===== src/rtl/matmul_core_dispatcher.sv =====
// Launch/completion controller for NUM_CORES matrix-multiplier cores: start pulse, busy-ack check, run wait, done pulse.
// Optional run-cycle counter is built only when MATMUL_PERF_CNT_EN is defined; otherwise o_cycle_count is tied to 0.
module matmul_core_dispatcher #(
  parameter int unsigned NUM_CORES   = 4,
  parameter int unsigned ACK_TIMEOUT = 16,
  parameter int unsigned CNT_W       = 32
) (
  input  logic                 i_clk,
  input  logic                 i_rst_n,
  input  logic                 i_start,
  input  logic [NUM_CORES-1:0] i_core_en,
  input  logic [NUM_CORES-1:0] i_core_busy,
  output logic [NUM_CORES-1:0] o_core_start,
  output logic                 o_busy,
  output logic                 o_done,
  output logic                 o_err,
  output logic [NUM_CORES-1:0] o_err_core,
  output logic [CNT_W-1:0]     o_cycle_count
);

  localparam int unsigned TMR_W = (ACK_TIMEOUT > 1) ? $clog2(ACK_TIMEOUT) : 1;

  typedef enum logic [2:0] {
    S_IDLE   = 3'd0,
    S_LAUNCH = 3'd1,
    S_ACK    = 3'd2,
    S_RUN    = 3'd3,
    S_DONE   = 3'd4
  } state_t;

  state_t               state;
  logic                 start_q;
  logic                 start_edge;
  logic [NUM_CORES-1:0] mask;
  logic [NUM_CORES-1:0] ack;
  logic [NUM_CORES-1:0] ack_nxt;
  logic [NUM_CORES-1:0] busy_m;
  logic [TMR_W-1:0]     timer;
  logic                 err;
  logic [NUM_CORES-1:0] err_core;
  logic                 run_active;

  assign start_edge = i_start & ~start_q;
  assign busy_m     = i_core_busy & mask;
  assign ack_nxt    = ack | busy_m;
  assign run_active = (state == S_LAUNCH) || (state == S_ACK) || (state == S_RUN);

  always_ff @(posedge i_clk or negedge i_rst_n) begin
    if (!i_rst_n) begin
      state    <= S_IDLE;
      start_q  <= 1'b0;
      mask     <= '0;
      ack      <= '0;
      timer    <= '0;
      err      <= 1'b0;
      err_core <= '0;
    end else begin
      start_q <= i_start;
      case (state)
        S_IDLE: begin
          if (start_edge) begin
            mask     <= i_core_en;
            err      <= (i_core_en == '0);
            err_core <= '0;
            state    <= (i_core_en == '0) ? S_DONE : S_LAUNCH;
          end
        end
        S_LAUNCH: begin
          ack   <= '0;
          timer <= '0;
          state <= S_ACK;
        end
        S_ACK: begin
          ack   <= ack_nxt;
          timer <= timer + TMR_W'(1);
          if (ack_nxt == mask) begin
            state <= S_RUN;
          end else if (timer == TMR_W'(ACK_TIMEOUT - 1)) begin
            // Silent cores are dropped from the mask so RUN only waits on cores that answered.
            err      <= 1'b1;
            err_core <= mask & ~ack_nxt;
            mask     <= ack_nxt;
            state    <= (ack_nxt == '0) ? S_DONE : S_RUN;
          end
        end
        S_RUN: begin
          if (busy_m == '0) state <= S_DONE;
        end
        S_DONE: begin
          state <= S_IDLE;
        end
        default: begin
          state <= S_IDLE;
        end
      endcase
    end
  end

  assign o_core_start = (state == S_LAUNCH) ? mask : '0;
  assign o_busy       = run_active;
  assign o_done       = (state == S_DONE);
  assign o_err        = err;
  assign o_err_core   = err_core;

`ifdef MATMUL_PERF_CNT_EN
  logic [CNT_W-1:0] cycle_cnt;

  // Cleared on the accepting edge, saturates at all-ones, holds after DONE.
  always_ff @(posedge i_clk or negedge i_rst_n) begin
    if (!i_rst_n) begin
      cycle_cnt <= '0;
    end else if ((state == S_IDLE) && start_edge) begin
      cycle_cnt <= '0;
    end else if (run_active && (cycle_cnt != '1)) begin
      cycle_cnt <= cycle_cnt + CNT_W'(1);
    end
  end

  assign o_cycle_count = cycle_cnt;
`else
  assign o_cycle_count = '0;
`endif

endmodule


===== config.mk =====
export PLATFORM = sky130hd
export DESIGN_NAME = matmul_core_dispatcher
export DESIGN_NICKNAME = d
export VERILOG_FILES = /design/src/rtl/matmul_core_dispatcher.sv
export SDC_FILE = /design/constraint.sdc
export NUM_CORES = 1
export LEC_CHECK = 0
export CORE_ASPECT_RATIO = 0.5
export CORE_MARGIN = 1
export CORE_UTILIZATION = 48
export DETAILED_ROUTE_END_ITERATION = 8
export PLACE_DENSITY_LB_ADDON = 0.15
export SLEW_MARGIN = 20
export SYNTH_ARGS = -nofsm -noshare
export SYNTH_HDL_FRONTEND = slang
export SYNTH_SLANG_ARGS = --single-unit

===== constraint.sdc =====
create_clock -name i_clk -period 5.6 [get_ports i_clk]
set_clock_uncertainty 0.1 [all_clocks]
set_input_delay 1.12 -clock i_clk [delete_from_list [all_inputs] [get_ports i_clk]]
set_output_delay 1.12 -clock i_clk [all_outputs]
set_load 0.005 [all_outputs]

# After elaboration in Yosys (flattened, before gate mapping)
# Cells that the tools add are included.
# op_classes
n_addsub	1
eq_ne	11
muxes	22
n_bitwise	6
n_reduce_logical	10
# ops
cell	count
one-hot mux 4 bit (2 select lines)	4
2-to-1 mux 4 bit	7
2-to-1 mux 3 bit	6
logical NOT 4 bit	3
one-hot mux 3 bit (4 select lines)	1
AND 4 bit	2
equality test 3 x 2 -> 1 bit (second input constant)	2
adder 4 x 1 -> 4 bit (second input constant)	1
equality test 4 bit	1
equality test 4 bit (second input constant)	1
!= test 2 x 1 -> 1 bit (second input constant)	2
!= test 2 bit (second input constant)	2
NOT 4 bit	1
OR 4 bit	1
AND reduction 4 bit	1
nonzero test 2 bit	2
equality test 3 x 1 -> 1 bit (second input constant)	1
equality test 3 bit (second input constant)	1
logical NOT 3 bit	1
2-to-1 mux 1 bit	3
!= test 3 x 1 -> 1 bit (second input constant)	1
AND reduction 3 bit	1
logical OR 1 bit	2
one-hot mux 1 bit (2 select lines)	1
other kinds (2)	2
# totals
register_bits	21
in_bits	11
output_inout_bits	43
wordCells	57

# Logic depth before layout (Yosys ltp)
# logic_depth
word_depth	7
depth_mapped	7

# Worst setup path before layout
# OpenSTA, ideal clock, no wires.
# synth_timing
kind	input -> register
startpoint	input port i_core_busy[3]
endpoint	register mask[0]
arrival_time_ps	2285
setup_slack_ps	3136
cell_stages	7
path_cell_list	a21oi_2 ha_1 nand4_1 a31oi_1 nor3_1 buf_4 mux2i_1
# synth_between
elab_chain_cells	5
# synth_lines
item	line	rtl
start: declaration	12	input logic [NUM_CORES-1:0] i_core_busy,
AND 4 bit	44	assign busy_m = i_core_busy & mask;
OR 4 bit	45	assign ack_nxt = ack | busy_m;
equality test 4 bit	76	if (ack_nxt == mask) begin
!= test 2 bit (no line)	--	
AND reduction 4 bit (no line)	--	
end signal: assignment	62	mask <= i_core_en;
end signal: assignment	82	mask <= ack_nxt;
end: declaration	34	logic [NUM_CORES-1:0] mask;
# No other way between the ends.
# A chain may end at the register's enable or synchronous reset.

# Final worst setup path
# layout_timing
startpoint	register state[2]
endpoint	output port o_core_start[2]
# layout_between
elab_chain_cells	2
# layout_lines
item	line	rtl
start: declaration	31	state_t state;
start signal: assignment	65	state <= (i_core_en == '0) ? S_DONE : S_LAUNCH;
start signal: assignment	83	state <= (ack_nxt == '0) ? S_DONE : S_RUN;
equality test 3 x 1 -> 1 bit	99	assign o_core_start = (state == S_LAUNCH) ? mask : '0;
2-to-1 mux 4 bit	99	
end: declaration	13	output logic [NUM_CORES-1:0] o_core_start,
# No other way between the ends.

==> results.md <==
* Run status: complete, no violations
* Critical path start-end classification: reg2out
* Adder-Cell Fraction of Synth Area at 4.30%
* Slew @ Worst Pin at a little over 0.7 ns
* Largest area contributor in the netlist: dfrtp_1
* Cell chain of the critical path: nand3b_1, nor2_1, clkdlybuf4s50_1
* Number of hold buffers added after CTS at 0
* Fraction of synthesized area in multiplexers at 6.19%
* Total congestion overflow at 0
* Origin of the critical flop-to-flop path: mask[0]$_DFFE_PN0P_
* Portion of synthesized cell area occupied by the leading cell type at a little over a third
* Number of synthesis warnings at 0
* Required time at the endpoint of the critical path at between 4 and 5 ns
* Remaining antenna violation count at 0
* Post-synthesis sequential area ratio at 36.1%
* Share of flip-flops with an asynchronous set or reset at between 90% and 100%
* Yosys cell types at 37
* Worst relative slew slack at 52.2%
* Source-to-sink clock delay at the later pin of the worst-skew pair at 0.26 ns
* Critical Path Fanout Max at 11
* Vias/cell at slightly below 5
* Antenna diodes at 0
* Capture point of the worst reg-to-reg path: mask[3]$_DFFE_PN0P_
* Worst setup endpoint: o_core_start[2]
* Setup fix buffers added after clock tree synthesis at 0
* Die height at 40.9 µm
* Crit path time final at 3.14 ns
* Synthesized-area fraction occupied by ao, oa, aoi and oai cells at 13.3%
* Number of standard-cell rows in the floorplan at 13
* Dominant cell by count in the synthesized netlist: buf_4
* Number of max-cap violations at 0
* Switching power as a share of total power at approximately two fifths
* Post-CTS resize count at 0
* Share of cells above drive strength 1 at under 10%
* Synthesized-area fraction occupied by xor and xnor cells at 0%
* Final period util at between 50% and 60%
* Area of all sequential standard cells at 526 µm²
* Per-cell routed wire length at roughly 12 µm
* Number of enable-type register cells in the synthesized netlist at 0
* P_int at 0.468 mW
* Syn Area/Cell at 9.39 µm²
* Final worst hold slack at 0.404 ns
* Register bit count reported by yosys at 21
* R2r worst-path depth at 7
* Slew Limit Fails at 0
* Sum of met2 wire segment lengths after detailed routing at between 1 and 1.5 mm
* Simple-gate area share of the yosys netlist at ~17%
* Critical-path top delay cell: clkdlybuf4s50_1
* Synthesis-to-finish area growth at 9.11%
* Peak supply drop at 231 µV
* Total iterations of the first detailed-routing run at 4
* Leak Pwr at between 0.7 and 0.8 nW
* Largest buffer count on any clock path at 2
* Top cells by count, synth: buf_4, dfrtp_1, nor2_1, inv_1
* Vias in the first global route at 887
* Crit start category: flop
* First-iteration detailed-routing DRC count at 41
* Initial Utilization at about 53%
* Post-Syn Instances at ~160
* Filler cell count in the final layout at 242
* Final number of hold-violating endpoints at 0
* Die Area at 3270 µm²
* Power density relative to cell area at between 500 and 600 nW/µm²
* Combinational family with the most area after synthesis: buffers and inverters
* Timing startpoint of the critical path: state[2]$_DFFE_PN0P_
* Core area at 2730 µm²
* FF-to-FF setup slack at between 3 and 4 ns
* Slowest cell delay on critical path at 0.53 ns
* CP Data Arrival Time at 1.92 ns
* Main synth FF type: dfrtp_1
* Number of clock sinks seen by CTS at 21
* Number of clock buffers inserted by TritonCTS at 3
* Clock tree from TritonCTS: built
* RD Place Congestion at 0.815
* Remaining DRCs at 0
* Worst setup EP type: primary output
* Post-Synthesis Cell Area at approximately 1500 µm²
* Die width at approximately 80 µm
* Initial antenna violation count at 0
* DP HPWL at 1.97 mm
* Setup TNS after final layout at 0 ns
* Cell at the root of the clock tree: clkbuf_8
* Synth area leaders: dfrtp_1, buf_4, mux2i_1
* Via count of the routed design at 1032
* Sequential cell fraction of total power at 36.5%
* Global-route total usage across every layer at 17.8%
* Psw at 0.339 mW
* Footprint of the multi-input gates at between 700 and 800 µm²
* Routed metal-1 wire length at 1.32 mm
* Detailed Route WL at around 2.6 mm
* Final count of negative-setup-slack endpoints at 0
* Global-route wire length before repair at 4.15 mm
* Total met3 wirelength after detailed routing at 152 µm
* Highest metal layer used by the detailed router: met4
* Post-layout net count at between 150 and 200
* Io pins at 54
* Hold crit path type: reg2reg
* Unrepaired setup endpoints after global routing: no
* Combinational share of power at 51.2%
* Highest achievable clock rate at 0.318 GHz
* H-tree lvl count at 1
* Count of buffers inserted at the top-level ports at 21
* Largest net degree at the start of global routing at 22
* Clock input transition at the sequential cells of the worst setup and hold paths at 0.08 ns
* Power share of the clock group at approximately an eighth
[worst max-delay path, delay by kind of cell (launching register included)]
kind	cells	cell delay [ns]
flip-flops	1	0.50
buffers and inverters	1	0.53
AND/OR/NAND/NOR	2	0.63
[flip-flops by register name, indices dropped and copies added, names as in the netlist]
name and count:
ack 4, mask 4, o_err_core 4, timer 4, state 3, o_err 1, start_q 1
[kinds of logic after synthesis]
kind of cell,after synthesis
compound gates,28
fa+ha+maj,5
buf+inv,48
flops,21
mux,9
other cells,1
simple gates,43
[cells in the final DEF (no fill, tap or decap), types with 2 or more instances in the layout]
cell,count
a21o_1,4
a21oi_1,7
a21oi_2,3
a22oi_1,2
clkbuf_8,3
clkdlybuf4s50_1,20
conb_1,32
dfrtp_1,21
ha_1,5
inv_1,10
mux2i_1,9
nand2_1,9
nand3_1,3
nand4_1,2
nor2_1,11
nor2_4,3
nor3_1,2
nor3b_1,2
nor4_1,2
o21ai_0,3
o31ai_1,3
[worst min path at each step]
stage | from | to | cells past startpoint
floorplan | ack[0]$_DFFE_PN0P_ | ack[0]$_DFFE_PN0P_ | 1
global placement | ack[0]$_DFFE_PN0P_ | ack[0]$_DFFE_PN0P_ | 1
detailed placement | ack[0]$_DFFE_PN0P_ | ack[0]$_DFFE_PN0P_ | 1
CTS | ack[0]$_DFFE_PN0P_ | ack[0]$_DFFE_PN0P_ | 1
global route | ack[0]$_DFFE_PN0P_ | ack[0]$_DFFE_PN0P_ | 1
finish | ack[1]$_DFFE_PN0P_ | ack[1]$_DFFE_PN0P_ | 1
[routing by layer]
layer,global-route usage [%],vias up
li1,-,501
met1,23.1,483
met2,31.0,46
met3,5.11,2
met4,2.68,0
met5,0,-
[cell type report]
class,count,share of cell area [%]
Multi-Input combinational cell,117,45.4
Timing Repair Buffer,22,13.4
Sequential cell,21,33.1
Inverter,10,2.36
Tap cell,37,2.92
Clock buffer,4,2.84
[power groups by stage]
stage | registers [mW] | clock network (mW) | logic [mW]
2_1_floorplan | 0.266 | 0 | 0.335
3_3_place_gp | 0.297 | 0 | 0.404
4_1_cts | 0.294 | 0.102 | 0.416
5_1_grt | 0.306 | 0.110 | 0.459
6_report | 0.294 | 0.0998 | 0.413
3_5_place_dp | 0.296 | 0 | 0.410
[through the flow]
step / setup slack [ns] / std cells / instance area, µm² / utilization [%] / power (mW)
after floorplan: 3.14 / 186 / 1570 / - / 0.601
after global placement: 2.45 / 207 / 1550 / 56.6 / 0.701
after detailed placement: 2.44 / 207 / 1550 / 56.6 / 0.706
after CTS: 2.42 / 211 / 1590 / 58.3 / 0.812
after global routing: 2.31 / 211 / 1590 / 58.1 / 0.875
final: 2.46 / 211 / 1590 / 58.1 / 0.808
Note: power is estimated with default switching activity, not from simulation.
